$ cat config.mk
export PLATFORM = sky130hd
export DESIGN_NAME = noc_net_interface
export DESIGN_NICKNAME = d
export VERILOG_FILES = /design/src/rtl/noc_net_interface.sv
export SDC_FILE = /design/constraint.sdc
export NUM_CORES = 1
export LEC_CHECK = 0
export CAP_MARGIN = 20
export CORE_ASPECT_RATIO = 0.6
export CORE_MARGIN = 5
export CORE_UTILIZATION = 50
export DETAILED_ROUTE_END_ITERATION = 8
export PLACE_DENSITY = 0.74
export SLEW_MARGIN = 20
export SYNTH_ARGS = -nofsm -noshare
export SYNTH_HDL_FRONTEND = slang
export SYNTH_SLANG_ARGS = --single-unit
$ cat constraint.sdc
create_clock -name clk -period 3.45 [get_ports clk]
set_input_delay 0.345 -clock clk [delete_from_list [all_inputs] [get_ports clk]]
set_output_delay 0.345 -clock clk [all_outputs]
set_load 0.01 [all_outputs]
$ cat src/rtl/noc_net_interface.sv
// PE-side network interface for one router inject/eject port: single-flit packing,
// TX/RX FIFOs, credit-based flow control both directions, counters and sticky error flag.
module noc_net_interface #(
   parameter int DATA_W       = 16,
   parameter int CL_W         = 2,
   parameter int LC_W         = 2,
   parameter int TXQ_DEPTH    = 4,
   parameter int RXQ_DEPTH    = 4,
   parameter int INIT_CREDITS = 4,
   parameter int CNT_W        = 16,
   localparam int FLIT_W      = DATA_W + CL_W + LC_W
) (
   input  logic              clk,
   input  logic              rst,
   input  logic [DATA_W-1:0] tx_data,
   input  logic [CL_W-1:0]   tx_cluster,
   input  logic [LC_W-1:0]   tx_local,
   input  logic              tx_valid,
   output logic              tx_ready,
   output logic [FLIT_W-1:0] inject,
   output logic              inject_valid,
   input  logic              ci,
   input  logic [FLIT_W-1:0] eject,
   input  logic              eject_valid,
   output logic              co,
   output logic [DATA_W-1:0] rx_data,
   output logic              rx_valid,
   input  logic              rx_ready,
   output logic [DATA_W-1:0] read,
   output logic [CNT_W-1:0]  tx_count,
   output logic [CNT_W-1:0]  rx_count,
   output logic              overflow
);
   localparam int TA   = $clog2(TXQ_DEPTH);
   localparam int RA   = $clog2(RXQ_DEPTH);
   localparam int CR_W = $clog2(INIT_CREDITS + 1);

   logic [FLIT_W-1:0] tx_mem [TXQ_DEPTH];
   logic [FLIT_W-1:0] rx_mem [RXQ_DEPTH];
   logic [TA:0]       tx_wr_reg, tx_rd_reg;
   logic [RA:0]       rx_wr_reg, rx_rd_reg;
   logic [CR_W-1:0]   credit_reg, credit_next;
   logic              credit_ovf;
   logic [FLIT_W-1:0] inject_reg;
   logic              inject_valid_reg, co_reg, overflow_reg;
   logic [DATA_W-1:0] read_reg;
   logic [CNT_W-1:0]  tx_count_reg, rx_count_reg;

   logic tx_empty, tx_full, tx_push, tx_pop;
   logic rx_empty, rx_full, rx_push, rx_pop, rx_drop;

   // Extra wrap bit on each pointer distinguishes full from empty without losing a slot.
   assign tx_empty = (tx_wr_reg == tx_rd_reg);
   assign tx_full  = (tx_wr_reg[TA] != tx_rd_reg[TA]) && (tx_wr_reg[TA-1:0] == tx_rd_reg[TA-1:0]);
   assign rx_empty = (rx_wr_reg == rx_rd_reg);
   assign rx_full  = (rx_wr_reg[RA] != rx_rd_reg[RA]) && (rx_wr_reg[RA-1:0] == rx_rd_reg[RA-1:0]);

   assign tx_push  = tx_valid && !tx_full;
   // A credit arriving this cycle may be spent immediately.
   assign tx_pop   = !tx_empty && ((credit_reg != '0) || ci);
   assign rx_pop   = !rx_empty && rx_ready;
   assign rx_push  = eject_valid && (!rx_full || rx_pop);
   assign rx_drop  = eject_valid && rx_full && !rx_pop;

   always_comb begin
      credit_next = credit_reg;
      credit_ovf  = 1'b0;
      case ({ci, tx_pop})
         2'b10: begin
            if (credit_reg == CR_W'(INIT_CREDITS)) credit_ovf = 1'b1;
            else credit_next = credit_reg + CR_W'(1);
         end
         2'b01:   credit_next = credit_reg - CR_W'(1);
         default: credit_next = credit_reg;
      endcase
   end

   // Storage carries no reset; the pointers alone define occupancy.
   always_ff @(posedge clk) begin
      if (tx_push) tx_mem[tx_wr_reg[TA-1:0]] <= {tx_cluster, tx_local, tx_data};
      if (rx_push) rx_mem[rx_wr_reg[RA-1:0]] <= eject;
   end

   always_ff @(posedge clk or posedge rst) begin
      if (rst) begin
         tx_wr_reg        <= '0;
         tx_rd_reg        <= '0;
         rx_wr_reg        <= '0;
         rx_rd_reg        <= '0;
         credit_reg       <= CR_W'(INIT_CREDITS);
         inject_reg       <= '0;
         inject_valid_reg <= 1'b0;
         co_reg           <= 1'b0;
         read_reg         <= '0;
         tx_count_reg     <= '0;
         rx_count_reg     <= '0;
         overflow_reg     <= 1'b0;
      end else begin
         credit_reg       <= credit_next;
         inject_valid_reg <= tx_pop;
         co_reg           <= rx_pop;
         overflow_reg     <= overflow_reg | rx_drop | credit_ovf;
         if (tx_push) tx_wr_reg <= tx_wr_reg + 1'b1;
         if (tx_pop) begin
            tx_rd_reg    <= tx_rd_reg + 1'b1;
            inject_reg   <= tx_mem[tx_rd_reg[TA-1:0]];
            tx_count_reg <= tx_count_reg + CNT_W'(1);
         end
         if (rx_push) begin
            rx_wr_reg    <= rx_wr_reg + 1'b1;
            rx_count_reg <= rx_count_reg + CNT_W'(1);
         end
         if (rx_pop) begin
            rx_rd_reg <= rx_rd_reg + 1'b1;
            read_reg  <= rx_data;
         end
      end
   end

   assign tx_ready     = !tx_full;
   assign rx_valid     = !rx_empty;
   assign rx_data      = rx_mem[rx_rd_reg[RA-1:0]][DATA_W-1:0];
   assign inject       = inject_reg;
   assign inject_valid = inject_valid_reg;
   assign co           = co_reg;
   assign read         = read_reg;
   assign tx_count     = tx_count_reg;
   assign rx_count     = rx_count_reg;
   assign overflow     = overflow_reg;
endmodule

Yosys cells after proc, flatten, opt, wreduce, memory -nomap -nowiden
Memory sizes are Yosys's and may differ from the RTL's. A register that Yosys moved wholly into a read port is not among the register bits.
Index checks and enable logic that the tools add are counted.
Word-level totals
  bits in registers: 66
  memory bits (writable): 160
  input bits: 46
  output and inout port bits: 89
  memories: 2
Cells by class
  add/subtract/negate cells: 8
  equal/unequal tests: 10
  multiplexer cells: 8
  bitwise operators: 2
  reduce and logical (&&, ||, !) cells: 18
Memory list
  rx_mem: depth 4, bits a word 20, rd ports 1, clocked after Yosys merged registers in 0, write ports 1, RTL line 39  | logic [FLIT_W-1:0] rx_mem [RXQ_DEPTH];
  tx_mem: depth 4, bits a word 20, rd ports 1, clocked after Yosys merged registers in 1, write ports 1, RTL line 38  | logic [FLIT_W-1:0] tx_mem [TXQ_DEPTH];
Operator list (count)
  adder 16 x 1 -> 16 bit, second input constant: 2
  adder 3 x 1 -> 3 bit, second input constant: 5
  logical AND 1 bit: 8
  == test 3 bit: 2
  two-way mux 1 bit: 6
  one-hot mux 3 bit (2 select lines): 1
  zero test 1 bit: 5
  == test 2 bit: 2
  == test 3 bit, second input constant: 1
  two-way mux 3 bit: 1
  nonzero test 3 bit: 1
  subtractor 3 x 1 -> 3 bit, second input constant: 1
  == test 2 x 1 -> 1 bit, second input constant: 1
  == test 2 bit, second input constant: 1
  logical OR 1 bit: 2
  != test 1 bit: 2
  != test 2 bit, second input constant: 1
  bitwise OR 1 bit: 2
  AND reduction 2 bit: 1
  nonzero test 2 bit: 1

Depth between registers and ports, before layout
  depth in word-level cells: 7
  depth in mapped cells: 9
  depth with buffers taken out: 7

Least setup slack after synthesis
No wires, ideal clock.
  path kind: flip-flop to flip-flop
  start: register tx_rd_reg[0]
  end: register credit_reg[2]
  setup time: 0.090 ns
  data arrival time: 2.142 ns
  setup slack: 1.218 ns
  stages on the path, launching flop included: 9
  path through: dfrtp_1 -> buf_4 -> xnor2_1 -> a31oi_2 -> buf_2 -> nand2b_1 -> fa_1 -> o32ai_1 -> a22oi_1
On the way
  longest elaborated chain between the ends: 6
Ends and longest elaborated chain
  start: declaration: RTL line 40  | logic [TA:0] tx_wr_reg, tx_rd_reg;
  start signal: assignment: RTL line 105  | tx_rd_reg <= tx_rd_reg + 1'b1;
  == test 3 bit *: RTL line 53  | assign tx_empty = (tx_wr_reg == tx_rd_reg);
  zero test 1 bit *: RTL line 60  | assign tx_pop = !tx_empty && ((credit_reg != '0) || ci);
  logical AND 1 bit *: RTL line 60
  named net tx_pop: RTL line 49  | logic tx_empty, tx_full, tx_push, tx_pop;
  == test 2 bit or == test 2 x 1 -> 1 bit (tied branches): RTL line 68  | case ({ci, tx_pop})
  != test 2 bit (no source line) or nonzero test 2 bit (tied branches)
  AND reduction 2 bit (no source line)
  end signal: assignment: RTL line 90  | credit_reg <= CR_W'(INIT_CREDITS);
  end signal: assignment: RTL line 99  | credit_reg <= credit_next;
  end: declaration: RTL line 42  | logic [CR_W-1:0] credit_reg, credit_next;
The timed path passes the listed nets; every way through them passes the cells marked *.
A chain may end at the register's enable or synchronous reset.

Worst setup path after layout
  start: register rx_rd_reg[0]
  end: output rx_data[2]
On the way
  longest elaborated chain between the ends: 1
Ends and longest elaborated chain
  start: declaration: RTL line 41  | logic [RA:0] rx_wr_reg, rx_rd_reg;
  start signal: assignment: RTL line 114  | rx_rd_reg <= rx_rd_reg + 1'b1;
  memory (4 x 20 bit)
  end: declaration: RTL line 26  | output logic [DATA_W-1:0] rx_data,
Every way passes these cells.

==> results.toml <==
[outcome]
status = "finished clean"

[setup_path]
path_cells = "buf_4 -> mux4_2 -> clkdlybuf4s50_1"
start_kind = "flop"
crit_slowest_cell = "mux4_2"
cp.required_ns = 3.11
r2r_start = "rx_wr_reg[0]"
crit_path_end_kind = "output pin"
cp_max_fo = 18
worstPathArrival_ns = 2.30
r2r_cells = 4
slowest_delay_ns = 0.58
crit_type = "reg -> out"
rr_endpoint = "rx_mem[0][12]"
rrSetupSlack_ns = 1.06

[sta]
rsz0062_at_grt = "false"
fin_ws_ns = 0.807
drv_slew = 0
fin_setup_tns_ns = 0
skew_ns = 0.00975
tightestPinTransition_ns = 0.935
hold_violations = 0
whs_ns = 0.323
setup_violations = 0
min_period_ns = 2.64
fin_crit_sh_pct = 76.6
max_freq_ghz = 0.378
max_slew_margin_pct = 37.7

[clock_network]
post-cts-setup-buffers = 0
cts_root_buf = "clkbuf_16"
cts_resized = 0
cts_hold_buf = 0
cts.sinks = 230
cts-htree-levels = 1
cts-buffers-inserted = 22
insertion_delay_ns = 0.49
cts_tree = "yes"
cts.clk_slew.worst_paths_ns = 0.07
cts_max_path_buffers = 3

[power]
power.density_nw_per_um2 = 929
ir_drop_mv = 0.470
p_total_w = 0.0107
power.leakage_nw = 4.21

[logic_synthesis]
synth_seq_area_share_pct = 71.2
netlist_instances = 498
synth-edff-count = 144
avgSynthCellArea_um2 = 18.3
ys_async_sr_fraction_pct = 37.4
yosys.area.top_type_share_pct = 47.5
yosysWarnings = 0
yosys-top-cells-area = "edfxtp_1 48%, dfrtp_1 23%, mux4_2 8.9%"
synth_flop_cell = "edfxtp_1"
ys_seq_elements = 230
netlist_area_um2 = 9100
synth_top_area_cell = "edfxtp_1"
synthesis.nets = 557
synth_cell_types = 40

[grt]
grt_max_degree = 87
grt_usage_pct = 17.2
grt_pass1_wl_mm = 28.5
antenna_found_initial = 0
grt_overflow_total = 0
grt_pass1_vias = 5255

[routing]
drtIter0Drc = 329
dr_total_vias = 4943
drc_errors = 0
first_pass_iters = 5
routed_wirelength_mm = 17.7
wl_per_cell_um = 19.7
via_per_inst = 5.49
final_antenna_net_count = 0

[final_layout]
stdcell_area_um2 = 11500
drive_gt1_share_pct = 19.4
num_antenna_cells = 0
syn2layout_area_growth_pct = 26.6
largest_reg_flops = 80
nNetsFinal = 704

[floorplanning]
die_w_um = 184
dieArea_um2 = 21100
num_rows = 38
core-area_um2 = 18000
start_util_pct = 50.6
fp.dieH_um = 115
io_pins = 135

[place]
post_dp_cell_area_um2 = 10700
io_buffers = 130
gp_congestion = 0.772
dpl_worst_slack_ns = 0.951
dp_hpwl_mm = 11.7

[run]
cap_viol_max_count = 0

[worst_hold_path]
hp-class = "in -> async"
==> cells in the final DEF (no fill, tap or decap), types with 4 or more instances in the layout <==
cell type        Yosys  layout
bufinv_16            0       5
mux4_2              36      36
nand4_1             16      16
ha_1                12      12
and2_1              10      10
xnor2_1             27      27
nor4_1               4       4
o21ai_0              5       5
clkdlybuf4s50_1      0     130
dfrtp_1             85      85
buf_4                2      11
edfxtp_1           144     144
clkbuf_16            0      23
nand2_1             15      15
mux2_2              41      41
xor2_1              21      21
clkbuf_1             6       4
and4_1               7       7
nand3_1              8       8
nor3_1               6       6
inv_1               12      11
==> power breakdown <==
| group | internal (W) | switching (W) | total, W |
|---|---|---|---|
| registers | 0.00379 | 0.000438 | 0.00423 |
| clock network | 0.00161 | 0.000989 | 0.00260 |
| logic | 0.00208 | 0.00179 | 0.00387 |
==> kinds of logic (layout without fill, tap and decap cells) <==
| group | after synthesis | count (layout) | share of synthesized area (%) |
|---|---|---|---|
| flops | 230 | 230 | 71.2 |
| simple gates | 78 | 78 | 4.94 |
| mux | 78 | 78 | 14.1 |
| compound gates | 18 | 18 | 1.48 |
| fa+ha+maj | 13 | 13 | 1.87 |
| buf+inv | 32 | 195 | 1.64 |
| xor+xnor | 49 | 49 | 4.80 |
==> worst max-delay path by stage <==
stage | from | to | slack (ns)
6_report | rx_rd_reg[0] | rx_data[2] | 0.81
5_1_grt | rx_rd_reg[0] | rx_data[2] | 0.66
4_1_cts | rx_rd_reg[0] | rx_data[2] | 0.74
3_5_place_dp | ci | credit_reg[2] | 0.95
3_3_place_gp | ci | credit_reg[2] | 1.00
2_1_floorplan | rst | co | 0.88
==> layer usage <==
metal	share of wire [%]	global-route usage [%]	up-vias	wire length, um
met3	5.8	3.65	17	1030
met4	1.5	3.35	0	258
met1	45	25.3	2554	8030
li1	-	-	2218	-
met2	47	27.0	154	8420
met5	0	0	-	0
==> area by class of cell <==
cell class	count	area [um2]
Clock buffer	28	604
Clock inverter	12	184
Fill cell	1246	6450
Inverter	12	47.5
Multi-Input combinational cell	236	2480
Sequential cell	230	6480
Tap cell	240	300
Timing Repair Buffer	143	1420
==> per-stage QoR <==
stage,std cells,utilization [%]
after floorplan,498,-
after detailed placement,861,59.7
after global placement,861,59.7
after CTS,901,64.1
after global routing,901,64.1
final,901,64.1
==> Yosys cell counts, drive strengths merged, types with 2 or more instances <==
cell type	count
ha	12
or3	2
dfrtp	85
inv	12
clkbuf	6
a31oi	2
and4	7
o31a	2
nor4	4
mux4	36
o21ai	5
nand2	15
and3	3
nand4	16
nor2	3
o21bai	2
xnor2	28
and2	10
nand3	8
a22oi	2
xor2	21
edfxtp	144
nand2b	2
nor3	6
mux2	41
buf	14
==> critical path: cells and delay by family (launching register included) <==
kind     cells  cell delay [ns]
mux          1             0.58
flops        1             0.36
buf+inv      2             0.86
(Power assumes the default switching activity.)
